<file path="src/rtl/pulse_gen.sv">
// rtl/pulse_gen.sv - periodic pulse generator with shadowed period/width config
// A valid offer lands in the shadow slot and is promoted at idle or at a period boundary.
module pulse_gen #(
  parameter int T_CNT_WIDTH = 32,
  parameter int PCNT_WIDTH  = 16
) (
  input  logic                   clk_i,
  input  logic                   rst_ni,
  input  logic                   en_i,
  input  logic [T_CNT_WIDTH-1:0] period_i,
  input  logic [T_CNT_WIDTH-1:0] width_i,
  input  logic                   cfg_vld_i,
  output logic                   cfg_rdy_o,
  input  logic                   oe_i,
  output logic                   sig_o,
  output logic                   stb_o,
  output logic                   run_o,
  output logic                   err_o,
  output logic [PCNT_WIDTH-1:0]  pulse_cnt_o
);

  typedef enum logic [1:0] {IDLE, HIGH, LOW} state_t;

  state_t                 r_state;
  logic [T_CNT_WIDTH-1:0] r_act_period;
  logic [T_CNT_WIDTH-1:0] r_act_width;
  logic                   r_act_vld;
  logic [T_CNT_WIDTH-1:0] r_sh_period;
  logic [T_CNT_WIDTH-1:0] r_sh_width;
  logic                   r_sh_pend;
  logic [T_CNT_WIDTH-1:0] r_cnt;
  logic                   r_level;
  logic                   r_stb;
  logic                   r_err;
  logic [PCNT_WIDTH-1:0]  r_pcnt;

  logic                   w_xfer;
  logic                   w_cfg_ok;
  logic [T_CNT_WIDTH-1:0] w_low_len;
  logic                   w_low_done;
  logic                   w_apply;

  assign w_xfer     = cfg_vld_i & ~r_sh_pend;
  assign w_cfg_ok   = (period_i >= T_CNT_WIDTH'(2)) && (width_i >= T_CNT_WIDTH'(1)) &&
                      (width_i < period_i);
  assign w_low_len  = r_act_period - r_act_width;
  assign w_low_done = (r_state == LOW) && (r_cnt == w_low_len);
  // Promotion needs a pending shadow, so it never coincides with a new transfer.
  assign w_apply    = r_sh_pend && ((r_state == IDLE) || w_low_done);

  assign cfg_rdy_o   = ~r_sh_pend;
  assign sig_o       = r_level & oe_i;
  assign stb_o       = r_stb;
  assign run_o       = (r_state != IDLE);
  assign err_o       = r_err;
  assign pulse_cnt_o = r_pcnt;

  always_ff @(posedge clk_i) begin
    if (!rst_ni) begin
      r_state      <= IDLE;
      r_act_period <= '0;
      r_act_width  <= '0;
      r_act_vld    <= 1'b0;
      r_sh_period  <= '0;
      r_sh_width   <= '0;
      r_sh_pend    <= 1'b0;
      r_cnt        <= '0;
      r_level      <= 1'b0;
      r_stb        <= 1'b0;
      r_err        <= 1'b0;
      r_pcnt       <= '0;
    end else begin
      r_stb <= 1'b0;

      if (w_xfer) begin
        if (w_cfg_ok) begin
          r_sh_period <= period_i;
          r_sh_width  <= width_i;
          r_sh_pend   <= 1'b1;
          r_err       <= 1'b0;
        end else begin
          r_err <= 1'b1;
        end
      end

      if (w_apply) begin
        r_act_period <= r_sh_period;
        r_act_width  <= r_sh_width;
        r_act_vld    <= 1'b1;
        r_sh_pend    <= 1'b0;
      end

      // r_cnt holds the 1-based index of the current cycle within HIGH or LOW.
      case (r_state)
        IDLE: begin
          if (en_i && r_act_vld) begin
            r_state <= HIGH;
            r_level <= 1'b1;
            r_stb   <= 1'b1;
            r_cnt   <= T_CNT_WIDTH'(1);
            r_pcnt  <= r_pcnt + PCNT_WIDTH'(1);
          end
        end
        HIGH: begin
          if (r_cnt == r_act_width) begin
            r_state <= LOW;
            r_level <= 1'b0;
            r_cnt   <= T_CNT_WIDTH'(1);
          end else begin
            r_cnt <= r_cnt + T_CNT_WIDTH'(1);
          end
        end
        LOW: begin
          if (w_low_done) begin
            if (en_i) begin
              r_state <= HIGH;
              r_level <= 1'b1;
              r_stb   <= 1'b1;
              r_cnt   <= T_CNT_WIDTH'(1);
              r_pcnt  <= r_pcnt + PCNT_WIDTH'(1);
            end else begin
              r_state <= IDLE;
              r_cnt   <= '0;
            end
          end else begin
            r_cnt <= r_cnt + T_CNT_WIDTH'(1);
          end
        end
        default: begin
          r_state <= IDLE;
          r_level <= 1'b0;
        end
      endcase
    end
  end

endmodule

</file>
<file path="config.mk">
export PLATFORM = sky130hd
export DESIGN_NAME = pulse_gen
export DESIGN_NICKNAME = d
export VERILOG_FILES = /design/src/rtl/pulse_gen.sv
export SDC_FILE = /design/constraint.sdc
export NUM_CORES = 1
export LEC_CHECK = 0
export CAP_MARGIN = 20
export CORE_ASPECT_RATIO = 0.5
export CORE_MARGIN = 2
export CORE_UTILIZATION = 59
export CTS_CLUSTER_SIZE = 24
export DETAILED_ROUTE_END_ITERATION = 8
export PLACE_DENSITY_LB_ADDON = 0.12
export SLEW_MARGIN = 10
export SYNTH_ARGS = -nofsm -noshare
export SYNTH_HDL_FRONTEND = slang
export SYNTH_SLANG_ARGS = --single-unit
</file>
<file path="constraint.sdc">
create_clock -name clk_i -period 4.2 [get_ports clk_i]
set_input_delay 0.84 -clock clk_i [delete_from_list [all_inputs] [get_ports clk_i]]
set_output_delay 0.84 -clock clk_i [all_outputs]
set_load 0.02 [all_outputs]
</file>
== Word level (Yosys, flattened, before mapping) ==
Index checks and enable logic that the tools add are counted.

* Bits in latches: 0
* Bits in registers: 183
* Memories: 0
* Bits in read-only memories: 0
* RAM bits: 0
* Word-level logic and storage cells: 70

* Shift-type cells: 0
* Bitwise gates (word level): 4
* Magnitude comparators: 3
* Add/subtract/negate cells: 3
* $mul: 0
* Reductions and logical operators: 16
* Divide/modulo/power cells: 0
* Multiplexer cells: 24
* Equality and inequality tests: 8

{| class="wikitable"
|+ Operators with widths
! operator !! count
|-
| 2-to-1 mux 32 bit || 3
|-
| one-hot mux 32 bit (3 select lines) || 1
|-
| equality test 32 bit || 2
|-
| 2-to-1 mux 16 bit || 3
|-
| adder 32 x 1 -> 32 bit, second input constant || 1
|-
| >= comparator 32 x 1 -> 1 bit, second input constant || 1
|-
| >= comparator 32 x 2 -> 1 bit, second input constant || 1
|-
| < comparator 32 bit || 1
|-
| one-hot mux 16 bit (2 select lines) || 1
|-
| subtractor 32 bit || 1
|-
| adder 16 x 1 -> 16 bit, second input constant || 1
|-
| 2-to-1 mux 1 bit || 10
|-
| AND reduction 4 bit || 2
|-
| 2-to-1 mux 2 bit || 3
|-
| inequality test 2 bit, second input constant || 3
|-
| one-hot mux 2 bit (3 select lines) || 1
|-
| logical AND 1 bit || 5
|-
| AND reduction 2 bit || 2
|-
| nonzero test 2 bit || 2
|-
| one-hot mux 1 bit (3 select lines) || 1
|-
| AND reduction 3 bit || 1
|-
| nonzero test 3 bit || 1
|-
| bitwise AND 1 bit || 2
|-
| equality test 2 x 1 -> 1 bit, second input constant || 1
|-
| 7 further kinds || 8
|}

== Longest topological paths before layout ==
Gate-level depths: netlist of the first run.

* Depth in word-level cells: 6
* Gate-level depth with buffers: 16
* Depth with buffers taken out: 14

== Worst setup path before layout of the first run ==
OpenSTA, ideal clock, no wires.

* Kind: reg2reg
* Start: register r_act_period[0]
* End: register r_pcnt[14] (netlist: pulse_cnt_o[14])
* Period minus slack after synthesis: 3481 ps
* Buffers on the path: 1
* Slack: 719 ps
* Cell stages (with the launch flop): 16
* Arrival time: 3409 ps
* Path through: dfxtp_1 inv_1 ha_1 fa_1 nand2b_1 a21o_1 a2111o_1 nand3_1 o21ai_0 a211oi_1 nand4_1 o31ai_4 nand2_2 buf_6 nor4_1 mux2i_1

* Word-level cells in the longest chain between the ends: 5

{| class="wikitable"
|+ Ends and longest elaborated chain
! what !! line !! text
|-
| start, declared || 25 || <nowiki>logic [T_CNT_WIDTH-1:0] r_act_period;</nowiki>
|-
| start signal, assigned || 87 || <nowiki>r_act_period <= r_sh_period;</nowiki>
|-
| subtractor 32 bit || 46 || <nowiki>assign w_low_len = r_act_period - r_act_width;</nowiki>
|-
| equality test 32 bit || 47 || <nowiki>assign w_low_done = (r_state == LOW) && (r_cnt == w_low_len);</nowiki>
|-
| logical AND 1 bit || 47 ||
|-
| inequality test 2 bit (no line) || n/a ||
|-
| AND reduction 4 bit (no line) || n/a ||
|-
| end signal, assigned || 101 || <nowiki>r_pcnt <= r_pcnt + PCNT_WIDTH'(1);</nowiki>
|-
| end signal, assigned || 120 || <nowiki>r_pcnt <= r_pcnt + PCNT_WIDTH'(1);</nowiki>
|-
| end, declared || 35 || <nowiki>logic [PCNT_WIDTH-1:0] r_pcnt;</nowiki>
|}

Every way passes these cells.
A chain may end at the register's enable or synchronous reset.

== Worst setup path after layout of the first run ==
* Start: register r_act_width[22]
* End: register r_act_width[19]

* Word-level cells in the longest chain between the ends: 5

{| class="wikitable"
|+ Ends and longest elaborated chain
! what !! line !! text
|-
| start, declared || 26 || <nowiki>logic [T_CNT_WIDTH-1:0] r_act_width;</nowiki>
|-
| start signal, assigned || 88 || <nowiki>r_act_width <= r_sh_width;</nowiki>
|-
| subtractor 32 bit || 46 ||
|-
| equality test 32 bit || 47 ||
|-
| logical AND 1 bit || 47 ||
|-
| logical OR 1 bit || 49 || <nowiki>assign w_apply = r_sh_pend && ((r_state == IDLE) || w_low_done);</nowiki>
|-
| logical AND 1 bit || 49 ||
|}

Every way passes these cells.

==> metrics.md, run 1 <==
| Metric | Value |
|---|---|
| Status | finished clean |
| Placed Cells | 1,688 |
| Fmax | 0.249 GHz |
| Asr flop ratio synth | 0% |
| Die height | between 100 and 150 um |
| Ys Warns | 0 |
| Post-Layout Cell Count | 1,721 |
| Worst Setup Start Kind | flip-flop |
| GPL Wtd Cong | 1.04 |
| Final WS setup | 0.185 ns |
| Min-delay src | r_level |
| Cells after Synth | 1,365 |
| Syn_area_per_cell | 8.25 sq um |
| Final HPWL from detailed placement | 27,800 um |
| Area of the multi-input gates | 7020 sq um |
| Critical-path cell list | inv_1 -> ha_1 -> a21oi_1 -> o21ai_0 -> buf_4 -> a22oi_1 -> o2111ai_1 -> nor4b_2 -> nand4_1 -> nand3b_4 -> o41ai_4 -> buf_12 -> buf_12 -> mux2i_1 -> nor2_1 |
| Post-synthesis sequential area ratio | 32.5% |
| Crit-path max cell delay | 0.44 ns |
| Maxcap violations | 0 |
| Top_reg_cell synth | dfxtp_1 |
| Min Clock Period, post-route | around 4 ns |
| Global-route wire length before repair | 54,900 um |
| Peak VDD IR | 0.252 mV |
| Via density | 6.25 |
| CTS tree | yes |
| Vias | 10,758 |
| Netlist Area Pre-Place | 11,300 sq um |
| WHS | 0.472 ns |
| Total core area | 18,600 sq um |
| Number of global-route vias before repair | slightly below 10,000 |
| Initial core utilization | around three fifths |
| Number of flops mapped to enable cells by yosys | 0 |
| Std cell rows | 35 |
| RSZ-0062 raised after global routing | false |
| IO Port Bufs | around 90 |
| Setup violators final | 0 |
| Type of the tightest min-delay check | reg -> reg |
| Synth top area cells | dfxtp_1 (33%), mux2i_1 (12%), ha_1 (7.6%) |
| Fin crit share | a little over nine tenths |
| DIE AREA | 20,300 sq um |
| Antenna cell count | 0 |
| H-tree depth | 4 |
| Iteration-0 DRC Markers | roughly 1,000 |
| Antenna violations before repair | 0 |
| Pre-CTS setup slack | 0.0130 ns |
| Pin count of the biggest net entering global routing | slightly below 70 |
| Largest family of logic cells by synthesized area | simple AND/OR/NAND/NOR gates |
| #FFs+latches synth | roughly 180 |
| Die W | between 150 and 200 um |
| Post-Synth Adder-Cell Area | under 10% |
| CP Buf/Inv Count | 4 |
| Reg-to-reg endpoint | r_act_width[19] |
| Worst Hold Depth | 1 |
| TritonCTS Buffers | 17 |
| Hold Buf Count CTS | 0 |
| CP arrival | ~4.3 ns |
| Layout cells sized above 1 | around 8.0% |
| Detail Route Antenna Nets | 0 |
| CP max stage cell | o41ai_4 |
| Post-synth net total | 1,503 |
| Finished layout cell area | 13,300 sq um |
| FF-to-FF path depth | 15 |
| Commonest cells post-synth | dfxtp_1 (183), nor2_1 (183), mux2i_1 (137) |
| # DRC | 0 |
| Layout fillers | 1,431 |
| Yosys top cell by area | dfxtp_1 |
| Critical Path Sink Type | flip-flop |
| Hold EP | r_level |
| Leakage | 5.73 nW |
| Cell family with most CP delay | compound AO/OA/AOI/OAI gates |
| IO Pins | 90 |
| Placed cell areas | approximately 13,000 sq um |
| Reg clk slew, reported paths | 0.07 ns |
| Clock Sinks | 183 |
| Final wirelength | ~36,000 um |
| Yosys top cell area share | between 30% and 40% |
| Setup TNS | 0 ns |
| TritonRoute pass-1 iters | 5 |
| Xor/xnor share of the synthesized area | ~6.5% |
| CP required | ~4.5 ns |
| Worst Skew | 0.0159 ns |
| Critical path class | reg -> reg |
| Most frequent CP cell | buf_12 |
| Maximum root-to-sink buffer count | 2 |
| Root Driver | clkbuf_16 |
| Complex-gate fraction of the synthesized area | 15.5% |
| Nets@finish | between 1,500 and 2,000 |
| Least-Margin Pin Slew | ~1.0 ns |
| Tot GR Track Use | between 30% and 40% |
| CP Max Fanout | 16 |
| Slew Limit Fails | 0 |
| R2R Setup Slk | 0.19 ns |
| Synth Area in Simple Gates | 19.7% |
| Relative slew slack | 33.0% |
| FF-to-FF Start | r_act_width[22] |
| Fin. Hold Viols | 0 |
| Mux share of post-synthesis cell area | 12.3% |
| Clock Latency Late Sink | 0.45 ns |
| Register area | 3660 sq um |
| Power density cells | 379 nW/um^2 |
| Per-cell routed wire length | 20.9 um |
| Gr ovfl total | 0 |
| Area delta synth->final | 18.0% |
| Distinct cells, synth | 71 |
cells in the final DEF, fill, tap and decap left out, types with 9 or more instances in the layout:
| cell | instances |
|---|---|
| a211oi_1 | 9 |
| a21o_1 | 23 |
| a21oi_1 | 72 |
| a31oi_1 | 28 |
| and3_1 | 13 |
| buf_4 | 50 |
| clkbuf_16 | 17 |
| clkdlybuf4s50_1 | 89 |
| dfxtp_1 | 183 |
| ha_1 | 68 |
| inv_1 | 74 |
| mux2i_1 | 137 |
| nand2_1 | 98 |
| nand2b_1 | 17 |
| nand3_1 | 32 |
| nand4_1 | 41 |
| nor2_1 | 183 |
| nor3_1 | 16 |
| nor4_1 | 27 |
| o211ai_1 | 11 |
| o21ai_0 | 42 |
| o21ai_1 | 12 |
| or3_1 | 10 |
| xnor2_1 | 51 |
| xor2_1 | 32 |
metrics by stage:
stage | power, mW | util, %
3_3_place_gp | 3.36 | 68.2
4_1_cts | 4.98 | 71.3
2_1_floorplan | 2.84 | -
6_report | 5.04 | 71.6
5_1_grt | 5.23 | 71.6
3_5_place_dp | 3.39 | 68.2
layer usage:
metal / part of all wire, % / track usage [%] / vias to the layer above
li1: - / - / 5026
met1: 46 / 52.0 / 5133
met2: 41 / 53.3 / 535
met3: 11 / 8.39 / 64
met4: 2.3 / 10.2 / 0
met5: 0 / 0 / -
power by group:
group,internal (mW),leakage (nW),switching [mW]
logic,0.661,3.96,0.884
registers,1.81,1.48,0.0755
clock network,0.819,0.286,0.790
total,3.29,5.73,1.75
registers in the layout (all words and copies together) (netlist names), 2 cells and up:
| signal | count |
|---|---|
| pulse_cnt_o | 16 |
| r_act_period | 32 |
| r_act_width | 32 |
| r_cnt | 32 |
| r_sh_period | 32 |
| r_sh_width | 32 |
| r_state | 2 |
worst reg2reg max path, cell delays in order, from the launching register on:
cell	delay, ns
dfxtp_1	0.40
inv_1	0.07
ha_1	0.35
a21oi_1	0.30
o21ai_0	0.20
buf_4	0.18
a22oi_1	0.34
o2111ai_1	0.20
nor4b_2	0.32
nand4_1	0.17
nand3b_4	0.22
o41ai_4	0.44
buf_12	0.21
buf_12	0.18
mux2i_1	0.23
nor2_1	0.07
worst max path at each step:
stage                      end  slack, ns  depth (start not counted)       startpoint
2_1_floorplan  pulse_cnt_o[14]       0.72                         15  r_act_period[0]
3_3_place_gp   pulse_cnt_o[15]       0.01                         15  r_act_period[0]
3_5_place_dp   pulse_cnt_o[15]       0.01                         15  r_act_period[0]
4_1_cts        pulse_cnt_o[15]       0.02                         15  r_act_period[0]
5_1_grt        r_act_width[19]      0.007                         15  r_act_width[23]
6_report       r_act_width[19]       0.19                         15  r_act_width[22]
layout make-up:
| cell class | instances | area share [%] |
|---|---|---|
| Tap cell | 259 | 2.44 |
| Clock buffer | 19 | 3.41 |
| Timing Repair Buffer | 147 | 10.7 |
| Inverter | 75 | 2.14 |
| Sequential cell | 183 | 27.5 |
| Clock inverter | 13 | 0.988 |
| Multi-Input combinational cell | 1025 | 52.8 |
logic make-up (layout without fill, tap and decap cells):
family | after synthesis | count (layout)
AO/OA/AOI/OAI | 266 | 266
XOR/XNOR | 83 | 83
adder cells (fa/ha/maj) | 69 | 69
buffers and inverters | 157 | 254
flip-flops | 183 | 183
multiplexers | 138 | 138
AND/OR/NAND/NOR | 469 | 469
what timing repair did:
action | in CTS | in global routing
setup endpoints to repair | 4 | 77
setup buffers | 0 | 1
resized for setup | 0 | 11
pin swaps | 1 | 1
cloned | 0 | 0
Note: power is estimated with default switching activity, not from simulation.
==> run 2, diff against run 1 <==
- CORE_MARGIN: 2 -> 1
==> metrics.md, run 2 (synthesized netlist as in run 1, its figures left out) <==
| Metric | Value |
|---|---|
| Status | finished clean |
| DIE AREA | 19,700 sq um |
| Final Core Density | 72.0% |
| Critical path class | reg -> reg |
| Reg clk slew, reported paths | 0.07 ns |
| Clock Sinks | 183 |
| Maximum root-to-sink buffer count | 2 |
| Worst Skew | 0.0107 ns |
| Crit-path max cell delay | about 0.54 ns |
| Relative slew slack | 48.1% |
| Int Power | 3.39 mW |
| CP Max Fanout | 17 |
| IO Port Bufs | 89 |
| Reg-to-reg endpoint | r_act_period[11] |
| Gr ovfl total | 0 |
| Vias | around 11,000 |
| FF-to-FF path depth | 15 |
| Power density cells | roughly 380 nW/um^2 |
| RSZ-0062 raised after global routing | false |
| Die W | 197 um |
| R2R Setup Slk | 0.15 ns |
| Clock Latency Late Sink | 0.45 ns |
| CP arrival | 4.36 ns |
| Antenna cell count | 0 |
| Area delta synth->final | 18.7% |
| Fin. Hold Viols | 0 |
| Leakage | 5.76 nW |
| Least-Margin Pin Slew | slightly below 0.8 ns |
| Die height | approximately 100 um |
| GPL Wtd Cong | between 0.9 and 1 |
| Register area | 3660 sq um |
| Nets@finish | 1,592 |
| Peak VDD IR | 0.291 mV |
| CTS tree | yes |
| Fin crit share | 96.5% |
| Total power | just over 5 mW |
| Min Clock Period, post-route | just over 4 ns |
| Critical-path cell list | inv_1 -> ha_1 -> nand4_1 -> nor2_1 -> a211oi_1 -> nor3_1 -> a21oi_1 -> nor4_1 -> buf_4 -> nand3b_4 -> o41ai_4 -> buf_12 -> buf_12 -> mux2i_1 -> nor2_1 |
| Global-route wire length before repair | 58,000 um |
| Via density | 6.38 |
| Number of global-route vias before repair | 10,303 |
| Final wirelength | 38,200 um |
| Iteration-0 DRC Markers | between 1,000 and 1,500 |
| Slew Limit Fails | 0 |
| Final HPWL from detailed placement | 29,000 um |
| Worst setup startpoint | r_act_width[15] |
| CP max stage cell | ha_1 |
| Worst Setup Start Kind | flip-flop |
| Sw frac | 33.8% |
| Setup TNS | 0 ns |
| Root Driver | clkbuf_16 |
| Detail Route Antenna Nets | 0 |
| Setup violators final | 0 |
| IO Pins | 90 |
| TritonCTS Buffers | 17 |
| Most frequent cells in the layout | nor2_1 (183), dfxtp_1 (183), mux2i_1 (137), nand2_1 (98), clkdlybuf4s50_1 (89) |
| H-tree depth | 4 |
| Critical Path Sink Type | flip-flop |
| Gate power share | 29.5% |
| Layout fillers | 1,352 |
| FF-to-FF Start | r_act_width[15] |
| Area of the multi-input gates | 7010 sq um |
| Maxcap violations | 0 |
| Tot GR Track Use | 39.2% |
| Total core area | 18,600 sq um |
| Std cell rows | 35 |
| Switching power | ~1.7 mW |
| Worst Hold Depth | 2 |
| # DRC | 0 |
| CP required | between 4 and 5 ns |
| Seq pwr share | 36.8% |
| Pin count of the biggest net entering global routing | 62 |
| Hold Buf Count CTS | 0 |
| Fmax | approximately 0.25 GHz |
| Layout cells sized above 1 | 8.32% |
| Per-cell routed wire length | ~22 um |
| Min-delay src | pulse_cnt_o[10] |
| Initial core utilization | roughly 61% |
| Hold EP | pulse_cnt_o[10] |
| Clk network pwr share | 33.6% |
| Type of the tightest min-delay check | reg -> reg |
| Antenna violations before repair | 0 |
| TritonRoute pass-1 iters | 6 |
-- run 2: how the worst max path moves through the flow --
stage / slack (ns) / to / depth (start not counted)
after global routing: 0.04 / r_act_period[11] / 16
final: 0.15 / r_act_period[11] / 15
after floorplan: 0.72 / pulse_cnt_o[14] / 15
after detailed placement: 0.06 / pulse_cnt_o[15] / 13
after global placement: 0.07 / pulse_cnt_o[15] / 13
after CTS: 0.02 / pulse_cnt_o[15] / 13
-- run 2: stage by stage --
step | std cells | instance area [sq um] | hold WS (ns) | setup slack, ns
floorplan | 1365 | 11300 | 0.432 | 0.719
global placement | 1693 | 12700 | 0.453 | 0.0705
detailed placement | 1693 | 12700 | 0.489 | 0.0647
CTS | 1725 | 13300 | 0.497 | 0.0233
global route | 1726 | 13400 | 0.523 | 0.0391
finish | 1726 | 13400 | 0.495 | 0.149
-- run 2: repair_timing --
action	4_1_cts	5_1_grt
gates resized for setup	0	8
setup endpoints to repair	0	105
buffers inserted	0	1
-- run 2: layout make-up --
type / instances / share of cell area [%]
sequential: 183 / 27.4
multi-input combinational: 1025 / 52.4
inverter: 75 / 2.12
tap: 259 / 2.42
timing repair buffer: 152 / 11.0
clock buffer: 20 / 3.42
clock inverter: 12 / 1.20
-- run 2: critical path: cells and delay by family (launching register included) --
kind,cells,cell delay (ns)
flip-flops,1,0.42
buffers and inverters,4,0.67
adder cells (fa/ha/maj),1,0.54
AND/OR/NAND/NOR,6,1.38
AO/OA/AOI/OAI,3,0.62
multiplexers,1,0.25
-- run 2: power by group through the flow --
stage / Clock, mW / Combinational, mW / Sequential, mW
after global routing: 1.81 / 1.61 / 1.89
after floorplan: 0 / 0.945 / 1.89
after global placement: 0 / 1.43 / 1.91
after CTS: 1.72 / 1.46 / 1.88
after detailed placement: 0 / 1.45 / 1.92
final: 1.72 / 1.51 / 1.89
-- run 2: routing by layer --
layer | vias up | track usage (%) | share of wire [%]
li1 | 5029 | - | -
met1 | 5265 | 54.3 | 44
met2 | 641 | 60.0 | 43
met3 | 82 | 10.5 | 11
met4 | 0 | 10.4 | 2.0
met5 | - | 0 | 0
